File: src/rtl/ccff_chain_loader_pkg.sv
// rtl/ccff_chain_loader_pkg.sv - state encoding and CRC-16 constants for the config chain loader
package ccff_chain_loader_pkg;

  localparam logic [2:0] IDLE_ENC   = 3'd0;
  localparam logic [2:0] FETCH_ENC  = 3'd1;
  localparam logic [2:0] SHIFT_ENC  = 3'd2;
  localparam logic [2:0] VERIFY_ENC = 3'd3;
  localparam logic [2:0] DONE_ENC   = 3'd4;

  typedef enum logic [2:0] {
    ST_IDLE   = IDLE_ENC,
    ST_FETCH  = FETCH_ENC,
    ST_SHIFT  = SHIFT_ENC,
    ST_VERIFY = VERIFY_ENC,
    ST_DONE   = DONE_ENC
  } state_t;

  localparam logic [15:0] CRC_POLY = 16'h1021;
  localparam logic [15:0] CRC_INIT = 16'hFFFF;

  // MSB-first bit-serial step, no reflection
  function automatic logic [15:0] crc16_step(input logic [15:0] crc, input logic bit_in);
    logic fb;
    fb = crc[15] ^ bit_in;
    return {crc[14:0], 1'b0} ^ (fb ? CRC_POLY : 16'h0000);
  endfunction

endpackage

File: src/rtl/ccff_crc16_serial.sv
// rtl/ccff_crc16_serial.sv - bit-serial CRC-16 accumulator, one step per enabled cycle
module ccff_crc16_serial
  import ccff_chain_loader_pkg::*;
(
  input  logic        i_clk,
  input  logic        i_rst,
  input  logic        i_init,
  input  logic        i_en,
  input  logic        i_bit_in,
  output logic [15:0] o_crc
);

  logic [15:0] r_crc;

  always_ff @(posedge i_clk) begin
    if (i_rst || i_init) begin
      r_crc <= CRC_INIT;
    end else if (i_en) begin
      r_crc <= crc16_step(r_crc, i_bit_in);
    end
  end

  assign o_crc = r_crc;

endmodule

File: src/rtl/ccff_chain_loader.sv
// rtl/ccff_chain_loader.sv - streams host words serially into a tile config chain, optional CRC readback
module ccff_chain_loader
  import ccff_chain_loader_pkg::*;
#(
  parameter int CHAIN_LEN = 20,
  parameter int DATA_W    = 8
) (
  input  logic              i_prog_clk,
  input  logic              i_prog_reset,
  input  logic              i_start,
  input  logic              i_verify_en,
  input  logic              i_abort,
  input  logic [DATA_W-1:0] i_cfg_data,
  input  logic              i_cfg_valid,
  output logic              o_cfg_ready,
  output logic              o_ccff_head,
  output logic              o_ccff_shift_en,
  input  logic              i_ccff_tail,
  output logic              o_busy,
  output logic              o_done,
  output logic              o_error,
  output logic [15:0]       o_bit_count
);

  localparam int              WL_W      = $clog2(DATA_W + 1);
  localparam logic [15:0]     LAST_BIT  = 16'(CHAIN_LEN - 1);
  localparam logic [WL_W-1:0] FULL_WORD = WL_W'(DATA_W);

  state_t            r_state;
  logic [DATA_W-1:0] r_sreg;
  logic [WL_W-1:0]   r_word_left;
  logic [15:0]       r_bit_count;
  logic              r_verify;
  logic              r_error;

  logic [15:0]       w_remaining;
  logic [15:0]       w_crc_load;
  logic [15:0]       w_crc_rb;
  logic              w_crc_init;
  logic              w_verify_fail;

  assign w_remaining   = 16'(CHAIN_LEN) - r_bit_count;
  assign w_crc_init    = (r_state == ST_IDLE) && i_start;
  assign w_verify_fail = (r_state == ST_DONE) && r_verify && (w_crc_rb != w_crc_load);

  always_ff @(posedge i_prog_clk) begin
    if (i_prog_reset) begin
      r_state     <= ST_IDLE;
      r_sreg      <= '0;
      r_word_left <= '0;
      r_bit_count <= '0;
      r_verify    <= 1'b0;
      r_error     <= 1'b0;
    end else if (i_abort && (r_state != ST_IDLE)) begin
      r_state <= ST_IDLE;
      r_error <= 1'b1;
    end else begin
      case (r_state)
        ST_IDLE: begin
          if (i_start) begin
            r_error     <= 1'b0;
            r_bit_count <= '0;
            r_verify    <= i_verify_en;
            r_state     <= ST_FETCH;
          end
        end
        ST_FETCH: begin
          if (i_cfg_valid) begin
            r_sreg      <= i_cfg_data;
            // the final word is trimmed so surplus high bits are never shifted
            r_word_left <= (w_remaining < 16'(DATA_W)) ? w_remaining[WL_W-1:0] : FULL_WORD;
            r_state     <= ST_SHIFT;
          end
        end
        ST_SHIFT: begin
          r_sreg      <= r_sreg >> 1;
          r_word_left <= r_word_left - WL_W'(1);
          if (r_bit_count == LAST_BIT) begin
            if (r_verify) begin
              r_bit_count <= '0;
              r_state     <= ST_VERIFY;
            end else begin
              r_bit_count <= r_bit_count + 16'd1;
              r_state     <= ST_DONE;
            end
          end else begin
            r_bit_count <= r_bit_count + 16'd1;
            if (r_word_left == WL_W'(1)) begin
              r_state <= ST_FETCH;
            end
          end
        end
        ST_VERIFY: begin
          r_bit_count <= r_bit_count + 16'd1;
          if (r_bit_count == LAST_BIT) begin
            r_state <= ST_DONE;
          end
        end
        ST_DONE: begin
          r_error <= r_error | w_verify_fail;
          r_state <= ST_IDLE;
        end
        default: r_state <= ST_IDLE;
      endcase
    end
  end

  // recirculating tail -> head leaves the chain unchanged after CHAIN_LEN shifts
  always_comb begin
    o_ccff_head = 1'b0;
    if (r_state == ST_SHIFT) begin
      o_ccff_head = r_sreg[0];
    end else if (r_state == ST_VERIFY) begin
      o_ccff_head = i_ccff_tail;
    end
  end

  assign o_cfg_ready     = (r_state == ST_FETCH);
  assign o_ccff_shift_en = (r_state == ST_SHIFT) || (r_state == ST_VERIFY);
  assign o_busy          = (r_state != ST_IDLE);
  assign o_done          = (r_state == ST_DONE);
  assign o_error         = r_error | w_verify_fail;
  assign o_bit_count     = r_bit_count;

  ccff_crc16_serial u_crc_load (
    .i_clk    (i_prog_clk),
    .i_rst    (i_prog_reset),
    .i_init   (w_crc_init),
    .i_en     (r_state == ST_SHIFT),
    .i_bit_in (r_sreg[0]),
    .o_crc    (w_crc_load)
  );

  ccff_crc16_serial u_crc_rb (
    .i_clk    (i_prog_clk),
    .i_rst    (i_prog_reset),
    .i_init   (w_crc_init),
    .i_en     (r_state == ST_VERIFY),
    .i_bit_in (i_ccff_tail),
    .o_crc    (w_crc_rb)
  );

endmodule

File: config.mk
export PLATFORM = sky130hd
export DESIGN_NAME = ccff_chain_loader
export DESIGN_NICKNAME = d
export VERILOG_FILES = /design/src/rtl/ccff_chain_loader_pkg.sv /design/src/rtl/ccff_crc16_serial.sv /design/src/rtl/ccff_chain_loader.sv
export SDC_FILE = /design/constraint.sdc
export NUM_CORES = 1
export LEC_CHECK = 0
export BUFFER_PORTS_ARGS = -buffer_cell sky130_fd_sc_hd__buf_2
export CORE_MARGIN = 2
export CORE_UTILIZATION = 61
export CTS_BUF_LIST = sky130_fd_sc_hd__clkbuf_2 sky130_fd_sc_hd__clkbuf_4 sky130_fd_sc_hd__clkbuf_8
export DETAILED_ROUTE_END_ITERATION = 8
export PLACE_DENSITY = 0.82
export SLEW_MARGIN = 20
export SYNTH_ARGS = -nofsm -noshare
export SYNTH_HDL_FRONTEND = slang
export SYNTH_SLANG_ARGS = --single-unit
File: constraint.sdc
create_clock -name i_prog_clk -period 3 [get_ports i_prog_clk]
set_input_delay 0.15 -clock i_prog_clk [delete_from_list [all_inputs] [get_ports i_prog_clk]]
set_output_delay 0.15 -clock i_prog_clk [all_outputs]
set_load 0.005 [all_outputs]
== Yosys cells after proc, flatten, opt, wreduce, memory -nomap -nowiden ==
Cells that the tools add are included.
Storage, ports and cells
  register bits: 65
  input bits: 15
  output and inout port bits: 22
  logic and storage cells: 70
Cells by class
  add/subtract/negate cells: 3
  $lt $le $gt $ge: 1
  equal/unequal tests: 12
  muxes and demuxes: 23
  bitwise logic cells: 6
  reductions and logical operators: 17
Operators with widths (count)
  16-bit 2-to-1 mux: 3
  16-bit case mux with 3 select lines: 1
  16-bit XOR: 2
  13-bit 2-to-1 mux: 2
  3-bit 2-to-1 mux: 6
  16-bit by 1-bit adder with 16-bit output, second input constant: 1
  16-bit by 5-bit == test with 1-bit output, second input constant: 1
  16-bit by 4-bit less-than comparator with 1-bit output, second input constant: 1
  16-bit != test: 1
  8-bit case mux with 2 select lines: 1
  5-bit by 16-bit subtractor with 16-bit output, first input constant: 1
  3-bit case mux with 4 select lines: 1
  3-bit AND reduction: 3
  3-bit nonzero test: 3
  4-bit 2-to-1 mux: 2
  8-bit 2-to-1 mux: 1
  4-bit case mux with 2 select lines: 1
  3-bit by 2-bit == test with 1-bit output, second input constant: 2
  2-bit != test, second input constant: 3
  4-bit by 1-bit == test with 1-bit output, second input constant: 1
  1-bit logical AND: 4
  1-bit 2-to-1 mux: 4
  4-bit AND reduction: 1
  4-bit by 1-bit subtractor with 4-bit output, second input constant: 1
  13 further kinds: 15

== Longest topological paths before layout ==
  word-level depth: 6
  gate-level depth with buffers: 9
  mapped depth without buffers: 8

== By module ==
A second synthesis with hierarchy kept.
Unflattened totals
  cells, all modules: 403
  area total of the unflattened synthesis: 3447.1 µm²
By module, submodules not included
  ccff_chain_loader: times used 1, cells each 291, area each 2208.4 µm², seq. area each 660.6 µm²
  ccff_crc16_serial: times used 2, cells each 56, area each 619.3 µm², seq. area each 320.3 µm²

== Least setup slack after synthesis ==
OpenSTA, ideal clock, no wires.
  path type: reg-to-reg
  start: register r_bit_count[9], in the netlist o_bit_count[9]
  end: register r_word_left[3]
  setup time: 137 ps
  arrival time: 2024 ps
  data required time: 2863 ps
  path slack: 839 ps
  cell stages (with the launch flop): 8
  buffers on the path: 1
  period minus slack after synthesis: 2161 ps
  cell sequence: dfxtp_1 buf_6 or4_4 or4_4 xor2_1 o31ai_2 and4_1 a211oi_1
On the way
  longest elaborated chain between the ends: 5
RTL lines
  start: declaration: RTL line ccff_chain_loader.sv:32  | logic [15:0] r_bit_count;
  start signal: assignment: RTL line ccff_chain_loader.sv:83  | r_bit_count <= r_bit_count + 16'd1;
  start signal: assignment: RTL line ccff_chain_loader.sv:87  | r_bit_count <= r_bit_count + 16'd1;
  start signal: assignment: RTL line ccff_chain_loader.sv:94  | r_bit_count <= r_bit_count + 16'd1;
  5-bit by 16-bit subtractor with 16-bit output: RTL line ccff_chain_loader.sv:42  | assign w_remaining = 16'(CHAIN_LEN) - r_bit_count;
  16-bit by 4-bit less-than comparator with 1-bit output: RTL line ccff_chain_loader.sv:71  | r_word_left <= (w_remaining < 16'(DATA_W)) ? w_remaining[WL_W-1:0] : FULL_WORD;
  4-bit 2-to-1 mux: RTL line ccff_chain_loader.sv:71
  4-bit 2-to-1 mux: RTL line ccff_chain_loader.sv:68  | if (i_cfg_valid) begin
  4-bit case mux with 2 select lines: RTL line ccff_chain_loader.sv:58  | case (r_state)
  end signal: assignment: RTL line ccff_chain_loader.sv:71
  end signal: assignment: RTL line ccff_chain_loader.sv:77  | r_word_left <= r_word_left - WL_W'(1);
  end: declaration: RTL line ccff_chain_loader.sv:31  | logic [WL_W-1:0] r_word_left;
Every way passes these cells. The select of a mux whose other input is x is not followed.
A chain may end at the register's enable or synchronous reset.

== Final worst setup path ==
  start: register r_state[0]
  end: register r_bit_count[15], in the netlist o_bit_count[15]
On the way
  longest elaborated chain between the ends: 4
  elaborated cells on any way between the ends: 10
  classes of those cells: 3 x eq/ne; 1 x mux; 1 x bitwise; 5 x reduce/logical
RTL lines
  start: declaration: RTL line ccff_chain_loader.sv:29  | state_t r_state;
  start signal: assignment: RTL line ccff_chain_loader.sv:48  | r_state <= ST_IDLE;
  start signal: assignment: RTL line ccff_chain_loader.sv:55  | r_state <= ST_IDLE;
  start signal: assignment: RTL line ccff_chain_loader.sv:64  | r_state <= ST_FETCH;
  parallel branches: the longest is 4 deep, another holds 3-bit by 2-bit == test with 1-bit output
Several ways; the timed one is not identified.

==> results.cfg <==
[status]
outcome = finished clean

[cts]
post_cts_resized = 0
max-clock-path-buffers = 2
cts_tree = done
cts-root-buf = clkbuf_8
numCtsBuffers = 9
clkTransAtPathRegs_ns = 0.07
cts_sinks = 65
cts_setup_buffers = 0
hold_buffers = 0
htree_levels = 3
clock_latency_ns = 0.34

[detailed_routing]
final_antenna_net_count = 0
wl_met2_um = 3280
wl_met1_um = 3490
drt_pass1_iterations = 5
finalWirelength_um = 7230
drt_iter0_drc = 206
drc = 0
wl_met3_um = 351
topRoutingLayerUsed = met4
vias = 2961
vias_per_cell = 5.66
wl_per_cell_um = 13.8

[die]
core_mm2 = 0.00520
initial_core_util_pct = 64.4
die_area_mm2 = 0.00611
die_y_um = 78.2
io_pins = 37
rows = 26
die_w_um = 78.2

[worst_setup_path]
crit_type = flip-flop to flip-flop
worstPathRequired_ns = 3.22
crit_fanout = 16
startpoint = r_state[0]
start_kind = flip-flop
cp.arrival_ns = 2.64
cp-end-kind = flip-flop
timing.rr.start = r_state[0]

[yosys]
synth_edf_count = 0
async_flop_share_pct = 0
synth_flop_cell = dfxtp_1
yosysUniqueCellTypes = 55
synth_nets = 442
ys_ff_latch = 65
syn_area_mm2 = 0.00335
synth_warnings = 0
seq_area_frac_synth_pct = 38.8
avgSynthCellArea_um2 = 7.93
syn_inst = 423

[global_route]
grt_pass1_vias = 2634
grt.total_usage_pct = 24.9
overflow = 0
grt_pass1_wl_um = 12200
antenna_found_initial = 0
grt_max_degree = 34

[sta]
setup_violations = 0
hold_violations = 0
fmax_mhz = 413
tightest_slew_ns = 0.877
slew_viol_final = 0
timing.final.crit_share_pct = 80.6
period_minus_slack_ns = 2.42
slew-limit-headroom_pct = 41.3
finalSetupTns_ns = 0
rsz0062_at_grt = no
finalClockSkew_ns = 0.00560

[placed_design]
post-dp-hpwl_um = 5000
port_buffers = 36
globalplace.congestion = 0.823

[min_path]
hold_path_class = primary input to flip-flop
hp-start = i_verify_en

[pwr]
p_leak_uw = 0.00163
vdd_drop_max_uv = 410
power_uw = 2350
power.density_mw_per_mm2 = 624

[finish]
layout-drive-gt1-share_pct = 16.3
final_nets = 467
final_common_cell = nand2_1
syn2layout_area_growth_pct = 12.0
diodes = 0
final_cell_mix = 87 x nand2_1, 65 x dfxtp_1, 41 x nor2_1, 41 x nand3_1, 36 x buf_2

[flow_run]
maxCapViolCount = 0
critical path, cell delays in order, from the launching register on:
cell     delay, ns
dfxtp_1       0.46
or3b_2        0.55
a21o_1        0.28
nor3_1        0.59
nand4_1       0.19
xor2_1        0.18
nor2_1        0.05
report_power, final:
group          internal, µW  leakage, µW  total [µW]  switching (µW)
clock network           499     0.000117         842             344
logic                   199     0.000987         497             298
registers               929     0.000527        1010            77.0
total                  1630      0.00163        2350             719
metrics by stage:
stage | area, µm² | setup slack, ns | std cells | utilization, % | hold WS (ns)
2_1_floorplan | 3350 | 0.839 | 423 | - | 0.274
3_3_place_gp | 3530 | 0.666 | 507 | 67.9 | 0.414
3_5_place_dp | 3530 | 0.634 | 507 | 67.9 | 0.422
4_1_cts | 3760 | 0.602 | 523 | 72.2 | 0.0528
5_1_grt | 3760 | 0.302 | 523 | 72.2 | 0.0613
6_report | 3760 | 0.581 | 523 | 72.2 | 0.0604
routing by layer:
layer | global-route usage (%) | vias to the layer above
li1 | - | 1490
met1 | 34.1 | 1378
met2 | 37.3 | 81
met3 | 6.90 | 12
met4 | 9.65 | 0
met5 | 0 | -
worst paths after layout:
kind              cells past startpoint         endpoint  slack [ns]
setup / recovery                      6  o_bit_count[15]        0.58
hold / removal                        3         r_verify        0.06
setup reg to reg                      6  o_bit_count[15]        0.58
hold reg to reg                       2        r_sreg[1]        0.48
cell usage after synthesis (2+ instances only):
library cell | number | area [µm²]
a211oi_1 | 2 | 15.0
nand2_1 | 87 | 327
nand3_1 | 41 | 205
and2_1 | 2 | 12.5
nand3b_1 | 2 | 15.0
or3_1 | 2 | 12.5
o211ai_1 | 8 | 60.1
nor3b_1 | 2 | 15.0
a211o_1 | 2 | 17.5
o22ai_1 | 2 | 12.5
or4_1 | 3 | 22.5
nor3_1 | 8 | 40.0
or2_2 | 3 | 18.8
dfxtp_1 | 65 | 1300
inv_1 | 8 | 30.0
or3b_2 | 2 | 17.5
ha_1 | 4 | 50.1
nand2b_1 | 7 | 43.8
nor2_1 | 41 | 154
a21o_1 | 2 | 15.0
a21oi_1 | 11 | 55.1
clkbuf_1 | 18 | 67.6
nor4_1 | 5 | 31.3
and4_1 | 2 | 17.5
nand4_1 | 5 | 31.3
xor2_1 | 32 | 280
o21ai_0 | 7 | 35.0
or4_4 | 2 | 22.5
xnor2_1 | 12 | 105
buf_6 | 3 | 33.8
buf_2 | 3 | 15.0
a311oi_1 | 7 | 61.3
kinds of logic after synthesis:
kind of cell | Yosys count | share of synthesized area (%)
AND/OR/NAND/NOR | 222 | 31.4
flip-flops | 65 | 38.8
AO/OA/AOI/OAI | 53 | 11.9
XOR/XNOR | 44 | 11.5
buffers and inverters | 34 | 4.70
adder cells (fa/ha/maj) | 4 | 1.49
multiplexers | 1 | 0.298
final cells by class:
| cell class | instances | area, µm² |
|---|---|---|
| fillers | 423 | 1450 |
| well taps | 70 | 87.6 |
| repair buffers | 40 | 210 |
| multi-input cells | 324 | 1900 |
| clock inverters | 5 | 78.8 |
| clock buffers | 11 | 145 |
| inverters | 8 | 30.0 |
| flip-flops and latches | 65 | 1300 |
flip-flops by register name (all words and copies together) (netlist names):
name,flops
o_bit_count,16
r_error,1
u_crc_rb.o_crc,16
r_word_left,4
r_sreg,8
r_verify,1
r_state,3
u_crc_load.o_crc,16
Power figures use the tool's default switching activity.
